<file path="src/rtl/decoder_38.sv">
// decoder_38: registered 3-to-8 line decoder with a 74HC138-style
// three-input enable group. Output polarity is selectable: one-cold
// (selected bit low) or one-hot (selected bit high). A single register
// stage gives one clock of latency and glitch-free outputs.
module decoder_38 #(
  parameter bit         ACTIVE_LOW = 1'b1,
  parameter logic [2:0] EN_PATTERN = 3'b100
) (
  input  logic       clk_i,
  input  logic       rst_n_i,
  input  logic [2:0] data_i,
  input  logic [2:0] en_i,
  output logic [7:0] data_o,
  output logic       valid_o
);

  // Pattern driven while disabled or in reset: no line is selected.
  localparam logic [7:0] INACTIVE = ACTIVE_LOW ? 8'hFF : 8'h00;

  logic [7:0] one_hot;
  logic [7:0] data_d;
  logic [7:0] data_q;
  logic       valid_d;
  logic       valid_q;

  // Decode the select code and apply enable and output polarity.
  always_comb begin
    one_hot = 8'b0000_0001 << data_i;
    valid_d = (en_i == EN_PATTERN);
    data_d  = INACTIVE;
    if (valid_d) begin
      data_d = ACTIVE_LOW ? ~one_hot : one_hot;
    end
  end

  // Output register; reset forces the inactive pattern immediately.
  always_ff @(posedge clk_i or negedge rst_n_i) begin
    if (!rst_n_i) begin
      data_q  <= INACTIVE;
      valid_q <= 1'b0;
    end else begin
      data_q  <= data_d;
      valid_q <= valid_d;
    end
  end

  assign data_o  = data_q;
  assign valid_o = valid_q;

endmodule

</file>
<file path="config.mk">
export PLATFORM = sky130hd
export DESIGN_NAME = decoder_38
export DESIGN_NICKNAME = d
export VERILOG_FILES = /design/src/rtl/decoder_38.sv
export SDC_FILE = /design/constraint.sdc
export NUM_CORES = 1
export LEC_CHECK = 0
export CAP_MARGIN = 25
export CORE_AREA = 2 2 39 41
export DETAILED_ROUTE_END_ITERATION = 6
export DIE_AREA = 0 0 41 43
export SETUP_SLACK_MARGIN = 0.1
export SLEW_MARGIN = 20
export SYNTH_ARGS = -nofsm -noshare
export SYNTH_HDL_FRONTEND = slang
export SYNTH_SLANG_ARGS = --single-unit
</file>
<file path="constraint.sdc">
create_clock -name clk_i -period 0.8 [get_ports clk_i]
set_clock_uncertainty 0.05 [all_clocks]
set_input_delay 0.16 -clock clk_i [delete_from_list [all_inputs] [get_ports clk_i]]
set_output_delay 0.16 -clock clk_i [all_outputs]
set_load 0.01 [all_outputs]
</file>
=== Word-level counts from Yosys, hierarchy flattened ===
Index checks and enable logic that the tools add are counted.

* Add/subtract/negate cells: 0
* Mux-type cells: 1
* Bitwise gates (word level): 1
* Equal/unequal tests: 1
* Shift-type cells: 1
* $mul: 0
* Magnitude comparators: 0
* Reduce and logical (&&, ||, !) cells: 0
* Divide/modulo/power cells: 0

{| class="wikitable"
|+ Operators by type and width
! kind !! number
|-
| two-way mux 8 bit || 1
|-
| inverter 8 bit || 1
|-
| << shifter 1 x 3 -> 8 bit, first input constant || 1
|-
| == test 3 bit, second input constant || 1
|}

* Memories kept: 0
* Word-level logic and storage cells: 6
* Bits in latches: 0
* Register bits: 9
* Bits in read-only memories: 0
* Memory bits (writable): 0
* Output and inout port bits: 9

=== Longest topological paths before layout ===
* Depth after elaboration: 3
* Depth in mapped cells: 2
* Depth with buffers taken out: 2

=== Least setup slack after synthesis ===
OpenSTA, ideal clock, no wires.

* Path type: reg2out
* Start point: register data_q[0], in the netlist data_o[0]
* End point: output data_o[0]
* Data arrival time: 520 ps
* Required time: 590 ps
* Path buffers: 0
* Slack: 70 ps
* Stages on the path, launching flop included: 1
* Cells stage by stage: dfstp_2

{| class="wikitable"
|+ RTL lines
! what !! RTL line !! RTL
|-
| start, declared || 22 || <nowiki>logic [7:0] data_q;</nowiki>
|-
| start signal, assigned || 42 || <nowiki>data_q <= data_d;</nowiki>
|-
| end, declared || 13 || <nowiki>output logic [7:0] data_o,</nowiki>
|}

No word-level cell between the ends.

=== Worst setup path in the final report ===
* Start point: register data_q[5], in the netlist data_o[5]
* End point: output data_o[5]

No word-level cell between the ends.

==> impl_metrics.env <==
export IMPL_p_leak_nw=0.240
export IMPL_crit_family="flip-flops"
export IMPL_grt_max_degree=10
export IMPL_fin_nets=55
export IMPL_finalSetupTns_ps=-2320
export IMPL_ios=17
export IMPL_clock_path_buffers=2
export IMPL_synth_cell_types=10
export IMPL_slew_headroom_pct=78.8
export IMPL_hold_viol=0
export IMPL_hp_class="input port to register"
export IMPL_violations="negative setup slack"
export IMPL_grt_usage_pct=8.55
export IMPL_critPathRequiredTime_ps=590
export IMPL_worstPathCellList="buf_6"
export IMPL_finalMaxSlewViolations=0
export IMPL_grt_pass1_wl_um=972
export IMPL_status="complete, but fails checks"
export IMPL_clock_fmax_mhz=925
export IMPL_critical_path_slowest_cell="dfstp_2"
export IMPL_area_growth_synth_to_final_pct=68.0
export IMPL_cts_buffers=3
export IMPL_post_route_util_pct=40.4
export IMPL_start_util_pct=24.1
export IMPL_final_cell_mix="8 x dfstp_2, 8 x buf_6, 6 x nand2_1"
export IMPL_drc=0
export IMPL_htreeDepth=1
export IMPL_period_share_pct=135
export IMPL_drtAntennaViolNets=0
export IMPL_peakVddDrop_mv=0.604
export IMPL_seq_area_frac_synth_pct=70.7
export IMPL_diodes=0
export IMPL_critical_path_max_stage_delay_ps=530
export IMPL_viasPerCell=4.00
export IMPL_grt_pass1_vias=245
export IMPL_arrival_ps=870
export IMPL_portBuffers=16
export IMPL_setup_slack_ps=-281
export IMPL_yosysWarnings=0
export IMPL_wire_per_inst_um=9.19
export IMPL_maxCapViolations=0
export IMPL_routed_wl_um=570
export IMPL_core_region_area_um2=1380
export IMPL_cp_num_buf_inv=1
export IMPL_fin_total_pwr_w=0.000887
export IMPL_tightestPinTransition_ps=317
export IMPL_drt_iter0_markers=4
export IMPL_synthesis_area_um2=333
export IMPL_setup_viol=9
export IMPL_rsz0062_at_grt="true"
export IMPL_finalCriticalPeriod_ps=1080
export IMPL_cts_tree="yes"
export IMPL_rows=14
export IMPL_die_area_um2=1760
export IMPL_worstSetupPathType="register to output pin"
export IMPL_drt_first_pass_iters=4
export IMPL_yosys_register_bits=9
export IMPL_clk_pin_slew_worst_paths_ps=50
export IMPL_die_h_um=43
export IMPL_globalplace_congestion=0.769
export IMPL_drive_gt1_share_pct=65.2
export IMPL_critPathMaxFanout=1
export IMPL_antenna_found_initial=0
export IMPL_cts_setup_buffers=0
export IMPL_cts_sinks=9
export IMPL_grt_overflow_total=0
export IMPL_cp_start_kind="register"
export IMPL_fillerInstances=144
export IMPL_worst_setup_path_end_kind="output pin"
export IMPL_syn_nets=31
export IMPL_avgSynthCellArea_um2=14.5
export IMPL_p_per_area_nw_per_um2=1590
export IMPL_root_buffer="clkbuf_4"
export IMPL_netlist_instances=23
export IMPL_via_count=248
export IMPL_die_w_um=41
[power breakdown]
part | total (W) | leakage, nW | switching [W] | internal, W
logic | 0.0000951 | 0.127 | 0.0000424 | 0.0000527
clock network | 0.000324 | 0.0150 | 0.000133 | 0.000191
registers | 0.000468 | 0.0976 | 0.00000225 | 0.000466
total | 0.000887 | 0.240 | 0.000178 | 0.000709
[cell usage after synthesis]
library cell / number / share of area, %
dfrtp_1: 1 / 7.5
and4bb_1: 1 / 3.8
nor2_1: 1 / 1.1
nor2b_1: 2 / 3.8
nand2_1: 6 / 6.8
nor3b_1: 1 / 2.3
nor4b_4: 1 / 7.1
nand3_1: 1 / 1.5
dfstp_2: 8 / 63
nand3_2: 1 / 3.0
[sequential cells by signal, indices dropped and copies added (netlist names)]
| name | flops |
|---|---|
| data_o | 8 |
| valid_o | 1 |
[cell type report]
class | count | area [um2] | share of cell area, %
Timing Repair Buffer | 19 | 178 | 31.8
Multi-Input combinational cell | 14 | 100 | 17.9
Sequential cell | 9 | 235 | 42.1
Tap cell | 16 | 20.0 | 3.58
Clock buffer | 4 | 26.3 | 4.70
[through the flow]
step | hold slack [ps] | cell area (um2) | worst slack (ps) | std cells
global route | 69.7 | 559 | -312 | 62
floorplan | -186 | 333 | 70.4 | 23
CTS | 65.3 | 569 | -297 | 62
finish | 73.1 | 559 | -281 | 62
detailed placement | 440 | 548 | -483 | 58
global placement | 450 | 548 | -457 | 58
[layer usage]
metal	up-vias	GRT usage (%)	wire (um)
li1	122	-	-
met1	109	11.1	261
met2	17	11.3	257
met3	0	3.14	51
met4	0	6.00	0
met5	-	0	0
[final timing paths]
path	from	endpoint	slack [ps]	cells after the start
setup / recovery	data_o[5]	data_o[5]	-280	1
hold / removal	en_i[1]	valid_o	70	2
max in group asynchronous	rst_n_i	data_o[1]	330	2
min in group asynchronous	rst_n_i	valid_o	180	2
[kinds of logic (layout without fill, tap and decap cells)]
group,after synthesis,in the layout,share of synthesized area (%)
AND/OR/NAND/NOR,14,14,29.3
buffers and inverters,0,23,0
flip-flops,9,9,70.7
[repair_timing]
action,in CTS,in global routing
gates resized for setup,59,3
endpoints found under the hold margin,0,0
pin swaps,2,2
cloned,0,0
hold buffers,0,0
endpoints found under the setup margin,18,16
(Power assumes the default switching activity.)
